$ cat config.mk
export PLATFORM = sky130hd
export DESIGN_NAME = uart_rx_fifo_param
export DESIGN_NICKNAME = d
export VERILOG_FILES = /design/src/rtl/uart_pkg.sv /design/src/rtl/uart_rx_fifo.sv /design/src/rtl/uart_rx_fifo_param.sv
export SDC_FILE = /design/constraint.sdc
export NUM_CORES = 1
export LEC_CHECK = 0
export CORE_UTILIZATION = 55
export CTS_CLUSTER_DIAMETER = 200
export CTS_CLUSTER_SIZE = 16
export DETAILED_ROUTE_END_ITERATION = 10
export PLACE_DENSITY = 0.78
export SYNTH_ARGS = -nofsm -noshare
export SYNTH_HDL_FRONTEND = slang
export SYNTH_SLANG_ARGS = --single-unit
$ cat constraint.sdc
create_clock -name aclk -period 2.6 [get_ports aclk]
set_input_delay 0.52 -clock aclk [delete_from_list [all_inputs] [get_ports aclk]]
set_output_delay 0.52 -clock aclk [all_outputs]
set_load 0.1 [all_outputs]
$ cat src/rtl/uart_pkg.sv
// Shared definitions for the UART receiver: FSM state encoding, error-flag
// bit positions and the sample-tick divisor. UART_RX_PARITY_EN adds the PARITY state.
package uart_pkg;

    typedef enum logic [2:0] {
        ST_IDLE   = 3'd0,
        ST_START  = 3'd1,
        ST_DATA   = 3'd2,
`ifdef UART_RX_PARITY_EN
        ST_PARITY = 3'd3,
`endif
        ST_STOP   = 3'd4
    } rx_state_t;

    localparam int ERR_FRAME  = 0;
    localparam int ERR_PARITY = 1;
    localparam int ERR_BREAK  = 2;
    localparam int ERR_W      = 3;

    // Truncating divide; never below one so the tick generator always runs.
    function automatic int uart_div(input int clk_hz, input int baud, input int os);
        int d;
        d = clk_hz / (baud * os);
        return (d < 1) ? 1 : d;
    endfunction

endpackage

$ cat src/rtl/uart_rx_fifo.sv
// First-word-fall-through receive FIFO with occupancy output.
// Head data reads as zero while empty so nothing undefined leaks out.
module uart_rx_fifo #(
    parameter int WIDTH = 11,
    parameter int DEPTH = 16
) (
    input  logic                     aclk,
    input  logic                     aresetn,
    input  logic                     push,
    input  logic [WIDTH-1:0]         push_data,
    input  logic                     pop,
    output logic [WIDTH-1:0]         head,
    output logic                     valid,
    output logic                     full,
    output logic [$clog2(DEPTH):0]   level
);

    localparam int AW = $clog2(DEPTH);

    logic [WIDTH-1:0] mem [DEPTH];
    logic [AW-1:0]    wr_ptr;
    logic [AW-1:0]    rd_ptr;
    logic [AW:0]      count;
    logic             do_push;
    logic             do_pop;

    assign valid   = (count != '0);
    assign full    = (count == (AW+1)'(DEPTH));
    assign do_pop  = pop && valid;
    // A pop in the same cycle frees the slot, so a full FIFO still accepts.
    assign do_push = push && (!full || do_pop);
    assign head    = valid ? mem[rd_ptr] : '0;
    assign level   = count;

    always_ff @(posedge aclk) begin
        if (do_push) begin
            mem[wr_ptr] <= push_data;
        end
    end

    always_ff @(posedge aclk or negedge aresetn) begin
        if (!aresetn) begin
            wr_ptr <= '0;
            rd_ptr <= '0;
            count  <= '0;
        end else begin
            if (do_push) begin
                wr_ptr <= wr_ptr + 1'b1;
            end
            if (do_pop) begin
                rd_ptr <= rd_ptr + 1'b1;
            end
            case ({do_push, do_pop})
                2'b10:   count <= count + 1'b1;
                2'b01:   count <= count - 1'b1;
                default: count <= count;
            endcase
        end
    end

endmodule

$ cat src/rtl/uart_rx_fifo_param.sv
// Oversampling UART receiver feeding a FWFT FIFO, with sticky overrun.
// Optional even-parity checking is compiled in with UART_RX_PARITY_EN.
//
//   state     | meaning
//   ST_IDLE   | line idle, waiting for a 1->0 edge (blocked while break hold set)
//   ST_START  | timing to start-bit middle; high there means glitch
//   ST_DATA   | capturing payload bits, LSB first
//   ST_PARITY | checking the even-parity bit (only with UART_RX_PARITY_EN)
//   ST_STOP   | checking stop bits, then queueing the frame
module uart_rx_fifo_param
    import uart_pkg::*;
#(
    parameter int CLK_FREQ   = 100_000_000,
    parameter int BAUD_RATE  = 115_200,
    parameter int OVERSAMPLE = 16,
    parameter int DATA_BITS  = 8,
    parameter int STOP_BITS  = 1,
    parameter int FIFO_DEPTH = 16
) (
    input  logic                          aclk,
    input  logic                          aresetn,
    input  logic                          uart_rx,
    output logic [DATA_BITS-1:0]          m_data,
    output logic [2:0]                    m_err,
    output logic                          m_valid,
    input  logic                          m_ready,
    output logic [$clog2(FIFO_DEPTH):0]   level,
    output logic                          overrun,
    input  logic                          clr_overrun,
    output logic                          interrupt
);

    localparam int DIV   = uart_div(CLK_FREQ, BAUD_RATE, OVERSAMPLE);
    localparam int DIV_W = (DIV > 1) ? $clog2(DIV) : 1;
    localparam int OS_W  = $clog2(OVERSAMPLE);
    localparam int FW    = DATA_BITS + ERR_W;

    localparam logic [DIV_W-1:0] DIV_LAST  = DIV_W'(DIV - 1);
    localparam logic [OS_W-1:0]  OS_LAST   = OS_W'(OVERSAMPLE - 1);
    localparam logic [OS_W-1:0]  OS_HALF   = OS_W'(OVERSAMPLE / 2 - 1);
    localparam logic [3:0]       DATA_LAST = 4'(DATA_BITS - 1);
    localparam logic [3:0]       STOP_LAST = 4'(STOP_BITS - 1);

    rx_state_t            state;
    logic [1:0]           sync_q;
    logic                 rx_s;
    logic                 rx_prev;
    logic [DIV_W-1:0]     div_cnt;
    logic [OS_W-1:0]      os_cnt;
    logic [3:0]           bit_cnt;
    logic [DATA_BITS-1:0] shreg;
    logic                 frm_err;
    logic                 par_err;
    logic                 par_low;
    logic                 brk_det;
    logic                 brk_hold;
    logic                 push_q;
    logic [FW-1:0]        push_word;

    logic                 tick;
    logic                 sample;
    logic                 is_brk;
    logic [ERR_W-1:0]     err_next;

    logic [FW-1:0]        head;
    logic                 fifo_full;
    logic                 pop;

    assign rx_s   = sync_q[1];
    assign tick   = (state != ST_IDLE) && (div_cnt == '0);
    assign sample = tick && (os_cnt == '0);
    assign pop    = m_valid && m_ready;

    // Break is judged at the first stop bit; later stop bits reuse that verdict.
    assign is_brk = (bit_cnt == STOP_LAST) ? ((shreg == '0) && par_low && !rx_s) : brk_det;

    always_comb begin
        err_next = '0;
        if (is_brk) begin
            err_next[ERR_BREAK] = 1'b1;
        end else begin
            err_next[ERR_PARITY] = par_err;
            err_next[ERR_FRAME]  = frm_err || !rx_s;
        end
    end

    always_ff @(posedge aclk or negedge aresetn) begin
        if (!aresetn) begin
            sync_q    <= 2'b11;
            rx_prev   <= 1'b1;
            state     <= ST_IDLE;
            div_cnt   <= '0;
            os_cnt    <= '0;
            bit_cnt   <= '0;
            shreg     <= '0;
            frm_err   <= 1'b0;
            par_err   <= 1'b0;
            brk_det   <= 1'b0;
            brk_hold  <= 1'b0;
            push_q    <= 1'b0;
            push_word <= '0;
`ifdef UART_RX_PARITY_EN
            par_low   <= 1'b0;
`endif
        end else begin
            sync_q  <= {sync_q[0], uart_rx};
            rx_prev <= rx_s;
            push_q  <= 1'b0;
            if (brk_hold && rx_s) begin
                brk_hold <= 1'b0;
            end
            if (state != ST_IDLE) begin
                div_cnt <= (div_cnt == '0) ? DIV_LAST : div_cnt - 1'b1;
            end
            if (tick) begin
                os_cnt <= (os_cnt == '0) ? OS_LAST : os_cnt - 1'b1;
            end

            case (state)
                ST_IDLE: begin
                    if (rx_prev && !rx_s && !brk_hold) begin
                        state   <= ST_START;
                        div_cnt <= DIV_LAST;
                        os_cnt  <= OS_HALF;
                        frm_err <= 1'b0;
                        par_err <= 1'b0;
                        brk_det <= 1'b0;
                    end
                end
                ST_START: begin
                    if (sample) begin
                        if (rx_s) begin
                            state <= ST_IDLE;
                        end else begin
                            state   <= ST_DATA;
                            bit_cnt <= DATA_LAST;
                        end
                    end
                end
                ST_DATA: begin
                    if (sample) begin
                        shreg <= {rx_s, shreg[DATA_BITS-1:1]};
                        if (bit_cnt == '0) begin
`ifdef UART_RX_PARITY_EN
                            state   <= ST_PARITY;
`else
                            state   <= ST_STOP;
                            bit_cnt <= STOP_LAST;
`endif
                        end else begin
                            bit_cnt <= bit_cnt - 1'b1;
                        end
                    end
                end
`ifdef UART_RX_PARITY_EN
                ST_PARITY: begin
                    if (sample) begin
                        par_err <= (rx_s != ^shreg);
                        par_low <= !rx_s;
                        state   <= ST_STOP;
                        bit_cnt <= STOP_LAST;
                    end
                end
`endif
                ST_STOP: begin
                    if (sample) begin
                        if (bit_cnt == STOP_LAST) begin
                            brk_det <= is_brk;
                        end
                        if (!rx_s) begin
                            frm_err <= 1'b1;
                        end
                        if (bit_cnt == '0) begin
                            push_q    <= 1'b1;
                            push_word <= {err_next, shreg};
                            brk_hold  <= is_brk;
                            state     <= ST_IDLE;
                        end else begin
                            bit_cnt <= bit_cnt - 1'b1;
                        end
                    end
                end
                default: state <= ST_IDLE;
            endcase
        end
    end

`ifndef UART_RX_PARITY_EN
    assign par_low = 1'b1;
`endif

    // New drop wins over a clear in the same cycle.
    always_ff @(posedge aclk or negedge aresetn) begin
        if (!aresetn) begin
            overrun <= 1'b0;
        end else if (push_q && fifo_full && !pop) begin
            overrun <= 1'b1;
        end else if (clr_overrun) begin
            overrun <= 1'b0;
        end
    end

    uart_rx_fifo #(
        .WIDTH (FW),
        .DEPTH (FIFO_DEPTH)
    ) u_fifo (
        .aclk      (aclk),
        .aresetn   (aresetn),
        .push      (push_q),
        .push_data (push_word),
        .pop       (pop),
        .head      (head),
        .valid     (m_valid),
        .full      (fifo_full),
        .level     (level)
    );

    assign m_data    = head[DATA_BITS-1:0];
    assign m_err     = head[FW-1:DATA_BITS];
    assign interrupt = m_valid || overrun;

endmodule

==> run summary, run 1 <==
Status -> complete, but fails checks
Violated checks -> setup timing
Placed wire-length estimate -> 11100 µm
Total grt overflow -> 0
P_leak -> 4.16 nW
GPL Wtd Cong -> 0.882
Die ar. -> 16900 µm²
P per Cell Area -> 827 nW/µm²
Placed insts -> 773
TritonRoute pass-1 iters -> 7
Maximum buffer depth of the clock tree -> 3
Finished Cell Area -> 10800 µm²
Share of layout cells above drive strength 1 -> 31.9%
Setup ws final -> -0.186 ns
Area after DPL -> 9970 µm²
Peak Freq -> 359 MHz
Core Area -> 15900 µm²
Die width -> 130 µm
Mapped Area -> 9000 µm²
Area grow syn2layout -> 19.6%
Number of I/O pins -> 24
CTS tree -> done
Hold Fails Final Rpt -> 0
CP Capture Type -> output pin
Largest net degree at the start of global routing -> 44
Final Setup Violations -> 10
Layout Nets -> 602
Wire length per cell -> 24.1 µm
Yosys top cell area share -> 53.4%
VDD IR max -> 689 µV
Vias in the first global route -> 5043
Fin cells -> 803
Largest family of logic cells by synthesized area -> multiplexers
ANT nets after route -> 0
First-pass GRT wire length -> 29100 µm
Adder-Cell Fraction of Synth Area -> 1.95%
Reg-to-reg slack, setup -> 0.17 ns
Worst EP arrival -> 2.27 ns
Antenna violations before repair -> 0
Measured slew at the worst slew-check pin -> 0.680 ns
Row count -> 46
Simple-Gate Fraction of Synth Area -> 6.64%
Antenna diodes -> 0
Post-synth top cells -> edfxtp_1 (160), dfrtp_1 (53), mux4_2 (40), nor2_1 (23)
Seq/Total Area, Yosys -> 69.0%
Leading area contributor after synthesis -> edfxtp_1
Top_reg_cell synth -> edfxtp_1
Yosys warns -> 0
Largest fanout on the critical path -> 7
Clock H-tree levels -> 1
Cells after Synth -> 535
Minimum clock period -> 2.79 ns
Clk Latency, worst-skew pair -> 0.49 ns
Multiplexer share of the synthesized area -> 15.0%
Starting DRT DRC Count -> 347
CTS Sinks -> 216
WP data required -> 2.08 ns
Die height -> 130 µm
Hold/Removal Path Class -> primary input to async pin
Kind of critical path -> flip-flop to output pin
Total CTS buffers -> 17
Via count -> 4981
Final count of pins violating max slew -> 0
Async set-reset flop share out of synthesis -> 25.9%
Port Buf Inserts -> 22
Worst clock skew -> 0.0302 ns
XOR/XNOR share of the synthesized area -> 1.56%
Average cell area after synthesis -> 16.8 µm²
RSZ-0062 raised after global routing -> yes
Top-count cell post-synth -> edfxtp_1
Flops & latches, synth -> 216
Residual DRC -> 0
Max-slew headroom at the worst pin -> 54.6%
Root buf cell -> clkbuf_16
TNS Setup -> -1.50 ns
Filler cells -> 1025
Number of vias per cell -> 6.20
Max cap viols -> 0
Crit path launch type -> flip-flop
Clock transition at path regs -> 0.07 ns
Syn_nets -> 554
Largest cells by area after synthesis -> edfxtp_1 (53%), dfrtp_1 (15%), mux4_2 (10%)
Synth Area in Compound Gates -> 3.77%
Cell variety after synth -> 53
Tot GR Track Use -> 23.6%
Period utilization -> 107%
Post-synth EDFFs -> 160
Starting Density -> 56.5%
WL final -> 19300 µm
[layout by cell type (no fill, tap or decap), types with 3 or more instances in the layout]
cell type        instances
or4_1                    3
nor4_1                   3
mux4_2                  40
a21oi_1                 13
clkdlybuf4s50_1          3
clkbuf_16               20
mux2i_2                  3
clkbuf_1                 4
buf_12                  19
dfrtp_1                 47
nor2_1                  23
nor3b_1                  4
mux2_2                  21
dfrtp_2                  4
nand4_1                  7
nand2_1                 16
ha_1                    12
edfxtp_1               160
nor4b_1                  3
inv_1                   16
buf_4                   31
nor3_1                  14
mux2i_4                 16
dfstp_2                  3
nand3_1                  3
xor2_1                   6
o21ai_0                 13
nand2b_1                 4
xnor2_1                 10
nor2b_1                  6
o22ai_4                 10
o31ai_1                  3
[per-stage QoR]
step	power [W]	utilization, %	worst slack (ns)	hold WS (ns)
CTS	0.00871	66.6	-0.168	0.0868
global placement	0.00620	62.5	0.0548	0.346
finish	0.00890	67.5	-0.186	0.0841
floorplan	0.00578	-	-0.151	0.224
detailed placement	0.00627	62.5	-0.0130	0.347
global route	0.00924	67.5	-0.233	0.123
[kinds of logic after synthesis]
| kind of cell | after synthesis |
|---|---|
| buf+inv | 45 |
| mux | 82 |
| other cells | 1 |
| xor+xnor | 16 |
| fa+ha+maj | 14 |
| compound gates | 55 |
| flops | 216 |
| simple gates | 106 |
[final cells by class]
cell class / instances / area, µm² / area share, %
Timing Repair Buffer: 57 / 723 / 6.72
Clock buffer: 21 / 440 / 4.09
Tap cell: 216 / 270 / 2.51
Inverter: 17 / 63.8 / 0.593
Clock inverter: 2 / 17.5 / 0.163
Sequential cell: 216 / 6220 / 57.8
Multi-Input combinational cell: 274 / 3030 / 28.1
[power by group]
group / switching [W] / total, W / internal [W]
Combinational: 0.00142 / 0.00250 / 0.00108
Clock: 0.00113 / 0.00233 / 0.00120
Sequential: 0.000233 / 0.00407 / 0.00384
[state kept, by name, indices dropped and copies added (netlist names)]
register       count
bit_cnt            4
brk_det            1
brk_hold           1
div_cnt            6
frm_err            1
os_cnt             4
overrun            1
push_q             1
push_word         10
rx_prev            1
shreg              8
state              3
sync_q             2
u_fifo.level       5
u_fifo.mem       160
u_fifo.rd_ptr      4
u_fifo.wr_ptr      4
[critical path: stages, from the launching register on]
cell and delay (ns):
dfrtp_2 0.39, buf_12 0.15, clkbuf_16 0.17, mux4_2 0.54, mux2i_4 0.22, o22ai_4 0.13, buf_12 0.18
[final timing paths]
| check | start | endpoint | cells past startpoint |
|---|---|---|---|
| worst max-delay path | u_fifo.rd_ptr[0] | m_data[7] | 6 |
| worst min-delay path | aresetn | shreg[1] | 1 |
| worst max register to register | u_fifo.level[1] | u_fifo.level[4] | 11 |
| worst min register to register | sync_q[0] | sync_q[1] | 0 |
| max in group asynchronous | aresetn | u_fifo.level[1] | 2 |
| min in group aclk | sync_q[0] | sync_q[1] | 0 |
[routing by layer]
metal  wire length (µm)  track usage, %  vias to the layer above  share of wire, %
met3               1100            3.20                       34               5.7
li1                   -               -                     2170                 -
met5                  0               0                        -                 0
met1               7430            30.7                     2581                38
met2              10300            41.1                      196                53
met4                501            8.21                        0               2.6
[what timing repair did]
| action | in CTS | in global routing |
|---|---|---|
| cloned | 0 | 3 |
| setup buffers | 3 | 1 |
| pin swaps | 1 | 4 |
| hold buffers | 0 | 0 |
| resized for setup | 29 | 6 |
| setup endpoints to repair | 11 | 10 |
Note: power is estimated with default switching activity, not from simulation.
==> run 2, diff against run 1 <==
--- a/config.mk
+++ b/config.mk
@@ -5,10 +5,12 @@
 export SDC_FILE = /design/constraint.sdc
 export NUM_CORES = 1
 export LEC_CHECK = 0
+export ABC_AREA = 1
 export CORE_UTILIZATION = 55
 export CTS_CLUSTER_DIAMETER = 200
 export CTS_CLUSTER_SIZE = 16
 export DETAILED_ROUTE_END_ITERATION = 10
+export HOLD_SLACK_MARGIN = 0.15
 export PLACE_DENSITY = 0.78
 export SYNTH_ARGS = -nofsm -noshare
 export SYNTH_HDL_FRONTEND = slang
==> run 2 against run 1 <==
Worst setup slack gained 0.074 ns. Sequential power is essentially flat. Synthesized area grew 4.5%. Register-to-register slack gained 0.09 ns. The run still ends with setup timing left. Wire length grew 26%. Largest cell class unchanged. Largest power group is now combinational cells. Critical path depth grew 4.
==> run summary, run 2 <==
Period utilization -> 104% (-2.8 points)
Cell variety after synth -> 35 (-34%)
CP Capture Type -> output pin
Placed insts -> 1140 (+47%)
Leading area contributor after synthesis -> edfxtp_1
Slowest stage cell, crit path -> dfrtp_2
Seq/Total Area, Yosys -> 66.0% (-3.0 points)
Number of vias per cell -> 5.88 (-5.2%)
WP data required -> 2.08 ns (about the same)
Flops & latches, synth -> 216 (unchanged)
Clk Latency, worst-skew pair -> 0.48 ns (about the same)
Minimum clock period -> 2.71 ns (-0.0739 ns)
Most flop-heavy register -> u_fifo.mem
Kind of critical path -> flip-flop to output pin
GPL Wtd Cong -> 0.860 (-2.5%)
CTS Sinks -> 216 (unchanged)
Status -> complete, but fails checks
Crit path launch type -> flip-flop
First-pass GRT wire length -> 35800 µm (+23%)
WHS -> 0.360 ns (+0.276 ns)
Via count -> 7025 (+41%)
Starting DRT DRC Count -> 934 (+170%)
VDD IR max -> 1210 µV (+76%)
Crit path from -> u_fifo.rd_ptr[0]
Residual DRC -> 0 (unchanged)
Yosys top cell area share -> 51.1% (-2.3 points)
CTS tree -> done
Top_reg_cell synth -> edfxtp_1
Final count of pins violating max slew -> 0 (unchanged)
Mapped Area -> 9410 µm² (+4.5%)
Yosys warns -> 0 (unchanged)
Core Area -> 16600 µm² (+4.4%)
Delay-heaviest family, CP -> buffers and inverters
Placed wire-length estimate -> 13100 µm (+18%)
Worst clock skew -> 0.0264 ns (-0.00385 ns)
Maximum buffer depth of the clock tree -> 3 (unchanged)
Hold Path End -> sync_q[1]
Hold Fails Final Rpt -> 0 (unchanged)
RSZ-0062 raised after global routing -> yes
Peak Freq -> 369 MHz (+2.7%)
RR Startpoint -> u_fifo.level[0]
Post-synth EDFFs -> 160 (unchanged)
Violated checks -> setup timing
Vias in the first global route -> 6679 (+32%)
Port Buf Inserts -> 22 (unchanged)
Antenna violations before repair -> 0 (unchanged)
Buf+Inv Stages, Crit Path -> 4 (+1)
Slowest cell delay on critical path -> 0.44 ns (-0.10 ns)
Tot GR Track Use -> 26.8% (+3.2 points)
Layout Nets -> 984 (+63%)
Total grt overflow -> 0 (unchanged)
Measured slew at the worst slew-check pin -> 0.999 ns (+0.319 ns)
Root buf cell -> clkbuf_16
Reg-to-reg slack, setup -> 0.26 ns (+0.09 ns)
Largest net degree at the start of global routing -> 35 (-20%)
Syn_nets -> 917 (+66%)
RR Endpoint -> u_fifo.level[4]
Post-synth top cells -> nand2_1 (300), edfxtp_1 (160), nand3_1 (138), inv_1 (63), dfrtp_1 (53)
Largest registers -> u_fifo.mem (160), push_word (10), shreg (8)
Most common cell after layout, fill and taps aside -> nand2_1
P per Cell Area -> 1220 nW/µm² (+47%)
CP Cell Sequence -> buf_8 > inv_12 > buf_12 > nand2_1 > nand3_2 > nand3_1 > nand2_1 > nand2_2 > a21oi_4 > buf_12
Share of layout cells above drive strength 1 -> 22.5% (-9.4 points)
Max reg flops -> 160 (unchanged)
Wire length per cell -> 20.4 µm (-15%)
Fin cells -> 1195 (+49%)
Clock H-tree levels -> 1 (unchanged)
Final Setup Violations -> 10 (unchanged)
Worst EP arrival -> 2.19 ns (-0.08 ns)
Top-count cell post-synth -> nand2_1
P_leak -> 4.67 nW (+12%)
Area after DPL -> 10300 µm² (+3.6%)
Max cap viols -> 0 (unchanged)
Number of I/O pins -> 24 (unchanged)
Final core utilization -> 69.6% (+2.1 points)
Most frequent cells in the layout -> nand2_1 (272), edfxtp_1 (160), nand3_1 (100)
Async set-reset flop share out of synthesis -> 25.9% (unchanged)
Die width -> 133 µm (+2.2%)
Area grow syn2layout -> 23.2%
TritonRoute pass-1 iters -> 7 (unchanged)
Worst min-delay path startpoint -> sync_q[0]
Row count -> 47 (+2.2%)
Setup ws final -> -0.112 ns (+0.0739 ns)
Largest cells by area after synthesis -> edfxtp_1 (51%), dfrtp_1 (14%), nand2_1 (12%)
Hold/Removal Path Class -> flip-flop to flip-flop
DP Worst Slack -> -0.0539 ns (-0.0409 ns)
Largest fanout on the critical path -> 7 (unchanged)
Clock transition at path regs -> 0.08 ns (about the same)
Antenna diodes -> 0 (unchanged)
Starting Density -> 56.5% (+0.070 points)
Die ar. -> 17600 µm² (+4.5%)
Max-slew headroom at the worst pin -> 33.2% (-21 points)
ANT nets after route -> 0 (unchanged)
Hold Crit Depth -> 0
Die height -> 133 µm (+2.2%)
Reg2reg path depth -> 16 (+5)
Total CTS buffers -> 17 (unchanged)
Average cell area after synthesis -> 10.5 µm² (-38%)
Cells after Synth -> 898 (+68%)
WL final -> 24300 µm (+26%)
Finished Cell Area -> 11600 µm² (+7.6%)
run 2: final cells by class:
class	count	area, µm²
clock buffer	28	467
clock inverter	1	8.76
fill	1069	5050
inverter	66	264
multi-input combinational	580	3200
sequential	216	6230
tap	220	275
timing repair buffer	83	1130
timing repair inverter	1	16.3
run 2: repair_timing:
item | 4_1_cts | 5_1_grt
hold endpoints to repair | 22 | 0
buffers inserted | 12 | 3
hold buffers | 1 | 0
pin swaps | 13 | 25
setup endpoints to repair | 10 | 13
resized for setup | 30 | 65
gates cloned | 6 | 9
run 2: worst max-delay path by stage:
stage,to,slack [ns],depth (start not counted)
final,m_err[2],-0.11,10
after global routing,m_err[2],-0.14,10
after CTS,m_err[2],-0.08,11
after detailed placement,u_fifo.level[3],-0.05,12
after global placement,u_fifo.level[4],0.07,14
after floorplan,u_fifo.level[4],0.02,16
run 2: layer usage:
metal  up-vias  share of wire (%)  track usage, %  wire length, µm
met5         -                  0               0                0
met4         0                4.6            13.7             1120
met3        92                 10            3.64             2460
met2       435                 48            42.3            11600
met1      3351                 38            36.5             9170
li1       3147                  -               -                -
run 2: logic make-up after synthesis:
group           synth area share, %
other cells                  0.0399
fa+ha+maj                      1.86
simple gates                   22.7
xor+xnor                       1.21
flops                          66.0
buf+inv                        4.41
compound gates                 3.74
run 2: where the power goes:
part | switching, W | internal [W] | leakage [nW] | total (W)
Clock | 0.00113 | 0.00123 | 0.227 | 0.00237
Sequential | 0.000197 | 0.00385 | 2.07 | 0.00405
Combinational | 0.00491 | 0.00279 | 2.38 | 0.00769
run 2: stage by stage:
stage               total power, W  TNS (ns)
global route                0.0146     -1.02
floorplan                  0.00829         0
finish                      0.0141    -0.645
CTS                         0.0134    -0.755
detailed placement          0.0102    -0.173
global placement            0.0101         0
==> run 3, diff against run 2 <==
--- a/config.mk
+++ b/config.mk
@@ -7,6 +7,7 @@
 export LEC_CHECK = 0
 export ABC_AREA = 1
 export CORE_UTILIZATION = 55
+export CTS_BUF_LIST = sky130_fd_sc_hd__clkbuf_16
 export CTS_CLUSTER_DIAMETER = 200
 export CTS_CLUSTER_SIZE = 16
 export DETAILED_ROUTE_END_ITERATION = 10
==> run 3 against run 2 <==
The flow still finishes with violations (setup timing). Largest cell class unchanged. Sequential power barely moved. Cell count did not move. Die area did not move. Largest power group unchanged. Highest routed layer unchanged. Critical path type unchanged. First-iteration DRC count fell by 2.4%. Flip-flop and latch count did not move.
==> run summary, run 3 (same netlist as run 2, synthesis figures left out) <==
CP Capture Type -> output pin
Largest fanout on the critical path -> 7 (unchanged)
Area after DPL -> 10300 µm² (unchanged)
Critical path depth in cells -> 10 (unchanged)
Violated checks -> setup timing
ANT nets after route -> 0 (unchanged)
Die height -> 133 µm (unchanged)
Max-slew headroom at the worst pin -> 29.3% (-3.8 points)
Most common cell after layout, fill and taps aside -> nand2_1
Kind of critical path -> flip-flop to output pin
Total power -> 0.0141 W (-0.38%)
Hold Fails Final Rpt -> 0 (unchanged)
Largest net degree at the start of global routing -> 35 (unchanged)
Status -> complete, but fails checks
Crit path from -> u_fifo.rd_ptr[0]
CTS Sinks -> 216 (unchanged)
Residual DRC -> 0 (unchanged)
Register area -> 6230 µm² (unchanged)
Number of vias per cell -> 5.82 (-0.97%)
Period utilization -> 104% (-0.67 points)
CP Cell Sequence -> buf_8 > inv_12 > buf_12 > nand2_1 > nand3_2 > nand3_1 > nand2_1 > nand2_2 > a21oi_4 > buf_12
WP data required -> 2.08 ns (about the same)
Clock H-tree levels -> 1 (unchanged)
Reg2reg path depth -> 6 (-10)
Total CTS buffers -> 17 (unchanged)
Layout Nets -> 984 (unchanged)
Share of layout cells above drive strength 1 -> 22.5% (unchanged)
Filler cells -> 1069 (unchanged)
Final count of pins violating max slew -> 0 (unchanged)
Max cap viols -> 0 (unchanged)
Via count -> 6957 (-0.97%)
Fin cells -> 1195 (unchanged)
Number of I/O pins -> 24 (unchanged)
Worst min-delay path startpoint -> sync_q[0]
Largest registers -> u_fifo.mem (160), push_word (10), shreg (8)
Root buf cell -> clkbuf_16
Delay-heaviest family, CP -> buffers and inverters
Maximum buffer depth of the clock tree -> 3 (unchanged)
Slowest stage cell, crit path -> dfrtp_2
Peak Freq -> 371 MHz (+0.65%)
Wire length per cell -> 20.3 µm (-0.39%)
Worst EP arrival -> 2.17 ns (-0.02 ns)
Clk Latency, worst-skew pair -> 0.48 ns (about the same)
Row count -> 47 (unchanged)
Final Setup Violations -> 10 (unchanged)
Clock transition at path regs -> 0.08 ns (about the same)
Crit path launch type -> flip-flop
Most frequent cells in the layout -> nand2_1 (272), edfxtp_1 (160), nand3_1 (100)
Placed insts -> 1140 (unchanged)
Antenna diodes -> 0 (unchanged)
Buf+Inv Stages, Crit Path -> 4 (unchanged)
Placed wire-length estimate -> 13100 µm (unchanged)
Tot GR Track Use -> 26.8% (about the same)
Starting Density -> 56.5% (unchanged)
Total grt overflow -> 0 (unchanged)
Setup ws final -> -0.0944 ns (+0.0174 ns)
GPL Wtd Cong -> 0.860 (unchanged)
TritonRoute pass-1 iters -> 6 (-1)
Antenna violations before repair -> 0 (unchanged)
WL final -> 24200 µm (-0.39%)
Slowest cell delay on critical path -> 0.44 ns (about the same)
Hold/Removal Path Class -> flip-flop to flip-flop
Port Buf Inserts -> 22 (unchanged)
Measured slew at the worst slew-check pin -> 1.06 ns (+0.0573 ns)
Finished Cell Area -> 11600 µm² (unchanged)
Minimum clock period -> 2.69 ns (-0.0174 ns)
VDD IR max -> 1210 µV (about the same)
Area grow syn2layout -> 23.2% (unchanged)
CTS tree -> done
Vias in the first global route -> 6678 (-0.015%)
Multi-input gate area -> 3200 µm² (unchanged)
Die width -> 133 µm (unchanged)
Starting DRT DRC Count -> 912 (-2.4%)
Worst clock skew -> 0.0273 ns (+0.000934 ns)
Most flop-heavy register -> u_fifo.mem
Core Area -> 16600 µm² (unchanged)
Max reg flops -> 160 (unchanged)
Die ar. -> 17600 µm² (unchanged)
P_leak -> 4.72 nW (+0.98%)
First-pass GRT wire length -> 35800 µm (about the same)
P per Cell Area -> 1210 nW/µm² (-0.38%)
Hold Crit Depth -> 0 (unchanged)
RSZ-0062 raised after global routing -> yes
RR Startpoint -> u_fifo.level[4]
-- run 3: stage by stage --
stage / utilization [%] / setup TNS [ns] / hold WS (ns) / worst slack [ns]
after floorplan: - / 0 / 0.224 / 0.0233
after global placement: 62.1 / 0 / 0.345 / 0.0738
after detailed placement: 62.1 / -0.173 / 0.351 / -0.0539
after CTS: 67.4 / -0.758 / 0.362 / -0.0842
after global routing: 69.6 / -1.02 / 0.369 / -0.136
final: 69.6 / -0.552 / 0.360 / -0.0944
-- run 3: layout make-up --
cell class / count / share of cell area, %
sequential: 216 / 53.8
timing repair inverter: 1 / 0.140
tap: 220 / 2.38
timing repair buffer: 83 / 9.74
clock inverter: 12 / 0.432
inverter: 66 / 2.28
multi-input combinational: 580 / 27.6
clock buffer: 17 / 3.67
-- run 3: metal layers --
layer  global-route usage (%)  wire, µm  vias to the layer above
met5                        0         0                        -
met4                     13.7      1050                        0
met3                     3.64      2550                       88
met2                     42.2     11700                      435
met1                     36.7      8950                     3282
li1                         -         -                     3152
-- run 3: path summary, 6_finish.rpt --
check	end	slack, ns
setup reg to reg	u_fifo.mem[11][8]	0.23
setup / recovery	m_data[4]	-0.09
max in group asynchronous	sync_q[1]	1.35
hold reg to reg	sync_q[1]	0.36
hold / removal	sync_q[1]	0.36
min in group asynchronous	div_cnt[5]	0.58
-- run 3: timing repair --
| action | 4_1_cts | 5_1_grt |
|---|---|---|
| resized for setup | 30 | 65 |
| endpoints found under the setup margin | 10 | 13 |
| endpoints found under the hold margin | 22 | 0 |
| pin swaps | 13 | 25 |
| hold buffers | 1 | 0 |
| cloned | 6 | 9 |
| buffers inserted | 12 | 3 |
-- run 3: power by group --
part / switching, W / internal [W] / total, W
registers: 0.000197 / 0.00385 / 0.00405
logic: 0.00489 / 0.00279 / 0.00767
clock network: 0.00114 / 0.00119 / 0.00233
